File: config.mk
export PLATFORM = sky130hd
export DESIGN_NAME = shared_write_arbiter
export DESIGN_NICKNAME = d
export VERILOG_FILES = /design/src/rtl/shared_write_arbiter.sv
export SDC_FILE = /design/constraint.sdc
export NUM_CORES = 1
export LEC_CHECK = 0
export CAP_MARGIN = 25
export CORE_MARGIN = 1
export CORE_UTILIZATION = 35
export DETAILED_ROUTE_END_ITERATION = 10
export PLACE_DENSITY = 0.85
export SETUP_SLACK_MARGIN = 0.4
export SYNTH_ARGS = -nofsm -noshare
export SYNTH_HDL_FRONTEND = slang
export SYNTH_SLANG_ARGS = --single-unit
File: constraint.sdc
create_clock -name clk -period 1.5 [get_ports clk]
set_input_delay 0.3 -clock clk [delete_from_list [all_inputs] [get_ports clk]]
set_output_delay 0.3 -clock clk [all_outputs]
set_load 0.02 [all_outputs]
File: src/rtl/shared_write_arbiter.sv
// Single-writer front end for a shared register: NUM_REQ requesters, round-robin grant, bounded ownership.
// Build option: define ARB_FIXED_PRIO_EN to make the lowest-indexed requester always win.
module shared_write_arbiter #(
  parameter int unsigned NUM_REQ  = 4,
  parameter int unsigned DATA_W   = 8,
  parameter int unsigned MAX_HOLD = 4
) (
  input  logic                      clk,
  input  logic                      rst_n,
  input  logic [NUM_REQ-1:0]        req,
  input  logic [NUM_REQ-1:0]        req_last,
  input  logic [NUM_REQ*DATA_W-1:0] req_data,
  output logic [NUM_REQ-1:0]        gnt,
  output logic [DATA_W-1:0]         shared_q,
  output logic                      shared_we,
  output logic                      busy
);

  localparam int unsigned IDX_W = (NUM_REQ > 1) ? $clog2(NUM_REQ) : 1;
  localparam int unsigned CNT_W = $clog2(MAX_HOLD + 1);

  typedef enum logic {
    IDLE,
    OWN
  } state_t;

  state_t            state_q, state_d;
  logic [IDX_W-1:0]  owner_q, owner_d;
  logic [CNT_W-1:0]  hold_cnt_q, hold_cnt_d;
  logic [DATA_W-1:0] data_q, data_d;
  logic              we_q, we_d;

  logic [IDX_W-1:0]  pick;
  logic              pick_vld;
  logic              owner_req;
  logic              owner_last;
  logic [DATA_W-1:0] owner_data;
  logic              release_now;

`ifndef ARB_FIXED_PRIO_EN
  logic [IDX_W-1:0]  ptr_q, ptr_d;
`endif

  // Winner selection, only consulted while IDLE.
  always_comb begin : arb_pick
    int unsigned idx;
    pick     = '0;
    pick_vld = 1'b0;
    idx      = 0;
`ifdef ARB_FIXED_PRIO_EN
    for (int unsigned i = 0; i < NUM_REQ; i++) begin
      if (!pick_vld && req[i]) begin
        pick     = IDX_W'(i);
        pick_vld = 1'b1;
      end
    end
`else
    for (int unsigned k = 1; k <= NUM_REQ; k++) begin
      idx = (int'(ptr_q) + k) % NUM_REQ;
      if (!pick_vld && req[idx]) begin
        pick     = IDX_W'(idx);
        pick_vld = 1'b1;
      end
    end
`endif
  end

  always_comb begin
    owner_req   = req[owner_q];
    owner_last  = req_last[owner_q];
    owner_data  = req_data[int'(owner_q)*DATA_W +: DATA_W];
    // Terminal write (last marker or hold limit) and a dropped request both end the grant.
    release_now = !owner_req || owner_last || (hold_cnt_q == CNT_W'(MAX_HOLD - 1));
  end

  always_ff @(posedge clk) begin
    if (!rst_n) begin
      state_q    <= IDLE;
      owner_q    <= '0;
      hold_cnt_q <= '0;
      data_q     <= '0;
      we_q       <= 1'b0;
`ifndef ARB_FIXED_PRIO_EN
      ptr_q      <= IDX_W'(NUM_REQ - 1);
`endif
    end else begin
      state_q    <= state_d;
      owner_q    <= owner_d;
      hold_cnt_q <= hold_cnt_d;
      data_q     <= data_d;
      we_q       <= we_d;
`ifndef ARB_FIXED_PRIO_EN
      ptr_q      <= ptr_d;
`endif
    end
  end

  always_comb begin
    state_d    = state_q;
    owner_d    = owner_q;
    hold_cnt_d = hold_cnt_q;
    data_d     = data_q;
    we_d       = 1'b0;
`ifndef ARB_FIXED_PRIO_EN
    ptr_d      = ptr_q;
`endif
    case (state_q)
      IDLE: begin
        hold_cnt_d = '0;
        if (pick_vld) begin
          state_d = OWN;
          owner_d = pick;
        end
      end
      OWN: begin
        if (owner_req) begin
          data_d     = owner_data;
          we_d       = 1'b1;
          hold_cnt_d = hold_cnt_q + 1'b1;
        end
        if (release_now) begin
          state_d    = IDLE;
          hold_cnt_d = '0;
`ifndef ARB_FIXED_PRIO_EN
          ptr_d      = owner_q;
`endif
        end
      end
      default: begin
        state_d    = IDLE;
        hold_cnt_d = '0;
      end
    endcase
  end

  always_comb begin
    gnt       = '0;
    busy      = 1'b0;
    shared_q  = data_q;
    shared_we = we_q;
    case (state_q)
      OWN: begin
        gnt[owner_q] = 1'b1;
        busy         = 1'b1;
      end
      default: begin
        gnt  = '0;
        busy = 1'b0;
      end
    endcase
  end

endmodule

==> results_dict.tcl, run 1 <==
set metrics [dict create \
    timing.rr.start "owner_q[0]$_SDFFE_PN0P_" \
    die_area_mm2 0.00318 \
    synth.net_count 145 \
    leakagePower_nw 0.845 \
    cap_violations 0 \
    clkTransAtPathRegs_ns 0.10 \
    yosysSeqAreaShare_pct 32.9 \
    fill_cells 201 \
    fin_worst_hold_slack_ns 0.431 \
    wl_per_cell_um 16.8 \
    num_vias 1085 \
    finalSetupTns_ns -0.340 \
    synth_cells 101 \
    fp-row-count 19 \
    root_buffer "clkbuf_4" \
    grt_pass1_vias 1138 \
    firstDrtPassIters 4 \
    setup_violations 12 \
    nets 222 \
    grtUsageTotal_pct 22.0 \
    cp-startpoint "owner_q[0]$_SDFFE_PN0P_" \
    die_width_um 56.4 \
    numClockSinks 17 \
    synthTopCellsByArea "dfxtp_1 33%, mux4_2 20%, mux2i_1 11%" \
    dpl_cell_area_mm2 0.00171 \
    initial_core_util_pct 37.2 \
    period_minus_slack_ns 1.55 \
    grt_max_degree 11 \
    final_area_mm2 0.00192 \
    worstSetupStartpointType "register" \
    cts_tree "built" \
    hold_viol_final 0 \
    yosys.area.top_type_share_pct 32.9 \
    r2r_slack_ns -0.05 \
    drt_iter0_drc 17 \
    htree_levels 1 \
    cts_buffer_depth 2 \
    netlist_area_mm2 0.00103 \
    final_cells 208 \
    numCtsBuffers 3 \
    drc_errors 0 \
    fmax_ghz 0.644 \
    rr_endpoint "ptr_q[1]$_SDFFE_PN1P_" \
    final.setup_skew_ns 0.0143 \
    cp_max_fo 5 \
    critical_path.endpoint_type "register" \
    drive_gt1_share_pct 47.5 \
    cp-endpoint "ptr_q[1]$_SDFFE_PN1P_" \
    crit_arrival_ns 1.79 \
    dp.cells 193 \
    rsz0062_at_grt "true" \
    slew_headroom_pct 79.3 \
    die_h_um 56.4 \
    powerDensity_mw_per_mm2 766 \
    vdd_drop_max_mv 0.668 \
    yosysTopAreaCell "dfxtp_1" \
    crit_type "register to register" \
    crit_required_ns 1.74 \
    worstMarginPinSlew_ns 0.311 \
    rr_worst_depth 3 \
    port_buffers 55 \
    setup_ws_ns -0.0520 \
    status "complete, but fails checks" \
    gr-total-overflow 0 \
    final_antenna_net_count 0 \
    n_antenna_cell 0 \
    gp_congestion 0.804 \
    violations "negative setup slack" \
    avgSynthCellArea_um2 10.2 \
    drv_slew 0 \
    p_total_mw 1.47 \
    ys_ff_latch 17 \
    utilization_pct 69.1 \
    area_growth_pct 85.6 \
    post-route-period-util_pct 103 \
    core_mm2 0.00278 \
    dp_hpwl_mm 2.50 \
    yosys_warnings 0 \
    clk_latency_ns 0.33 \
    hp-start "hold_cnt_q[0]$_SDFFE_PN0P_" \
    grt_pass1_wl_mm 5.19 \
    wirelength_mm 3.49 \
    io_pins 56 \
    ys_types 30 \
    dp_worst_setup_slack_ns -0.393 \
    vias_per_cell 5.22 \
    antenna_found_initial 0 \
    hp-class "register to register" \
]
-- power breakdown --
group | switching, mW | leakage (nW) | internal [mW]
sequential | 0.0488 | 0.145 | 0.498
combinational | 0.262 | 0.682 | 0.384
clock | 0.178 | 0.0177 | 0.100
total | 0.490 | 0.845 | 0.982
-- cells by family (layout without fill, tap and decap cells) --
logic type	after synthesis	after routing	synth area share [%]
AO/OA/AOI/OAI	14	14	10.2
adder cells (fa/ha/maj)	2	2	2.42
buffers and inverters	12	88	5.32
multiplexers	21	21	31.3
flip-flops	17	17	32.9
AND/OR/NAND/NOR	35	35	17.9
-- cell usage in the layout (no fill, tap or decap), types with 2 or more instances in the layout --
cell	instances
clkbuf_4	3
dfxtp_2	11
clkdlybuf4s50_1	37
dfxtp_4	4
nand2_1	2
dlygate4sd2_1	2
buf_4	20
mux2i_1	11
nor2_2	3
nor2_1	15
a21oi_1	2
a21oi_2	2
nand3b_1	2
o21ai_0	3
nand3_1	2
buf_6	15
inv_1	5
mux4_2	9
dfxtp_1	2
-- state kept, by name, summed over array words and instances (netlist names) --
signal      count
hold_cnt_q      3
state_q         1
shared_q        8
shared_we       1
ptr_q           2
owner_q         2
-- timing repair --
action | CTS | global route
gates resized for setup | 103 | 23
hold buffers | 0 | 0
buffers inserted | 4 | 7
setup endpoints to repair | 31 | 31
pin swaps | 8 | 6
-- worst max-delay path, cell delays in order, from the launching register on --
cell and delay [ns]:
dfxtp_4 0.41, mux4_2 0.63, a21boi_4 0.22, mux2i_1 0.21
-- synthesized netlist by cell type (all sizes together) --
library cell   n
buf            4
and3b          1
nor3b          2
nand2          4
ha             2
o22ai          1
mux2           1
nor2          19
o31ai          1
dfxtp         17
nand4          1
and3           2
nand2b         2
nand3          2
o21a           1
a221oi         1
a31oi          1
mux4           9
mux2i         11
o21ai          3
a21boi         1
nand3b         2
o221ai         1
clkbuf         2
inv            6
a21oi          4
-- worst min-delay path by stage --
stage                                 endpoint  slack (ns)  cells after the start
finish              hold_cnt_q[0]$_SDFFE_PN0P_        0.43                      1
CTS                 hold_cnt_q[0]$_SDFFE_PN0P_        0.43                      1
detailed placement  hold_cnt_q[0]$_SDFFE_PN0P_        0.41                      1
floorplan           hold_cnt_q[0]$_SDFFE_PN0P_        0.40                      1
global route        hold_cnt_q[0]$_SDFFE_PN0P_        0.45                      1
global placement    hold_cnt_q[0]$_SDFFE_PN0P_        0.41                      1
-- layout make-up --
type / instances / area [µm²] / area share [%]
clock inverter: 1 / 5.00 / 0.261
sequential: 17 / 369 / 19.2
timing repair buffer: 78 / 757 / 39.4
clock buffer: 3 / 22.5 / 1.17
tap: 31 / 38.8 / 2.02
inverter: 6 / 22.5 / 1.17
multi-input combinational: 72 / 706 / 36.7
-- per-layer routing --
| layer | track usage [%] | wire length [µm] | part of all wire [%] | up-vias |
|---|---|---|---|---|
| met2 | 42.0 | 2030 | 58 | 27 |
| met4 | 11.1 | 73 | 2.1 | 0 |
| met3 | 6.91 | 147 | 4.2 | 7 |
| met1 | 20.6 | 1240 | 36 | 533 |
| met5 | 0 | 0 | 0 | - |
| li1 | - | - | - | 518 |
Power figures use the tool's default switching activity.
==> run 2, diff against run 1 <==
Settings changed: MAX_ROUTING_LAYER set to met4.
==> results_dict.tcl, run 2 (synthesis gave the netlist of run 1 again) <==
set metrics [dict create \
    clkTransAtPathRegs_ns 0.11 \
    final.setup_skew_ns 0.00296 \
    wl_per_cell_um 15.5 \
    drt_iter0_drc 21 \
    leakagePower_nw 0.800 \
    n_antenna_cell 0 \
    path_buf_inv 0 \
    post-route-period-util_pct 104 \
    crit_arrival_ns 1.79 \
    nets 215 \
    p_total_mw 1.41 \
    wirelength_mm 3.13 \
    grtUsageTotal_pct 21.7 \
    antenna_found_initial 0 \
    clk_latency_ns 0.30 \
    grt_max_degree 11 \
    rsz0062_at_grt "true" \
    largest_reg_flops 8 \
    final_cell_mix "38 x clkdlybuf4s50_1, 17 x nor2_1, 15 x buf_6" \
    die_h_um 56.4 \
    slew_headroom_pct 81.1 \
    cp_slowest_cell "mux4_2" \
    grt_pass1_wl_mm 5.24 \
    dp_hpwl_mm 2.42 \
    initial_core_util_pct 37.2 \
    cts_tree "built" \
    area_growth_pct 77.4 \
    critical_path.endpoint_type "register" \
    hp-class "register to register" \
    fp-row-count 19 \
    cp_max_fo 6 \
    crit_required_ns 1.73 \
    port_buffers 55 \
    vdd_drop_max_mv 0.639 \
    fmax_ghz 0.641 \
    fin_worst_hold_slack_ns 0.447 \
    die_area_mm2 0.00318 \
    firstDrtPassIters 4 \
    period_minus_slack_ns 1.56 \
    die_width_um 56.4 \
    root_buffer "clkbuf_4" \
    cap_violations 0 \
    core_mm2 0.00278 \
    setup_ws_ns -0.0590 \
    drive_gt1_share_pct 40.0 \
    io_pins 56 \
    numCtsBuffers 3 \
    violations "negative setup slack" \
    setup_violations 10 \
    layout_commonest_cell "clkdlybuf4s50_1" \
    worstMarginPinSlew_ns 0.284 \
    worstSetupStartpointType "register" \
    multi_input_area_um2 679 \
    grt_pass1_vias 1164 \
    ff_latch_area_um2 359 \
    fill_cells 213 \
    status "complete, but fails checks" \
    hold_viol_final 0 \
    final_antenna_net_count 0 \
    crit_type "register to register" \
    cts_buffer_depth 2 \
    num_vias 1056 \
    htree_levels 1 \
    vias_per_cell 5.25 \
    powerDensity_mw_per_mm2 766 \
    numClockSinks 17 \
    drv_slew 0 \
    crit_family "multiplexers" \
    drc_errors 0 \
    slowest_delay_ns 0.61 \
    cp_cell_sequence "mux4_2 > a21boi_2 > mux2i_1" \
    gp_congestion 0.829 \
    gr-total-overflow 0 \
]
run 2: power by group:
group / internal [mW] / switching (mW) / leakage (nW)
combinational: 0.361 / 0.241 / 0.638
clock: 0.0997 / 0.161 / 0.0177
sequential: 0.495 / 0.0464 / 0.144
run 2: area by class of cell:
type,instances,share of cell area (%)
multi-input cells,72,37.0
repair buffers,71,38.6
clock inverters,1,0.273
flip-flops and latches,17,19.6
clock buffers,3,1.23
inverters,6,1.23
well taps,31,2.11
run 2: layer usage:
metal  share of wire [%]  GRT usage (%)  routed length, µm
met1                  37           22.1               1160
met2                  58           41.7               1800
met3                 3.8           4.84                118
met4                 1.2           5.57                 38
met5                   0              -                  0
run 2: what timing repair did:
item,in CTS,in global routing
hold endpoints to repair,0,0
hold buffers,0,0
pin swaps,5,6
gates resized for setup,95,13
buffers inserted,1,4
setup endpoints to repair,31,31
run 2: per-stage QoR:
stage | instance area (µm²) | setup WS [ns] | setup TNS (ns) | utilization (%) | instances
final | 1840 | -0.0590 | -0.285 | 66.0 | 201
after global routing | 1840 | -0.118 | -0.997 | 66.0 | 201
after CTS | 1760 | -0.0435 | -0.209 | 63.2 | 197
after detailed placement | 1700 | -0.367 | -5.05 | 61.2 | 192
after global placement | 1700 | -0.305 | -4.40 | 61.2 | 192
after floorplan | 1060 | 0.00541 | 0 | - | 101
run 2: path summary, 6_finish.rpt:
check,end,depth (start not counted),slack (ns),start
max reg2reg,ptr_q[1]$_SDFFE_PN1P_,3,-0.06,owner_q[0]$_SDFFE_PN0P_
min reg2reg,hold_cnt_q[0]$_SDFFE_PN0P_,1,0.45,hold_cnt_q[0]$_SDFFE_PN0P_
min,hold_cnt_q[0]$_SDFFE_PN0P_,1,0.45,hold_cnt_q[0]$_SDFFE_PN0P_
max,ptr_q[1]$_SDFFE_PN1P_,3,-0.06,owner_q[0]$_SDFFE_PN0P_
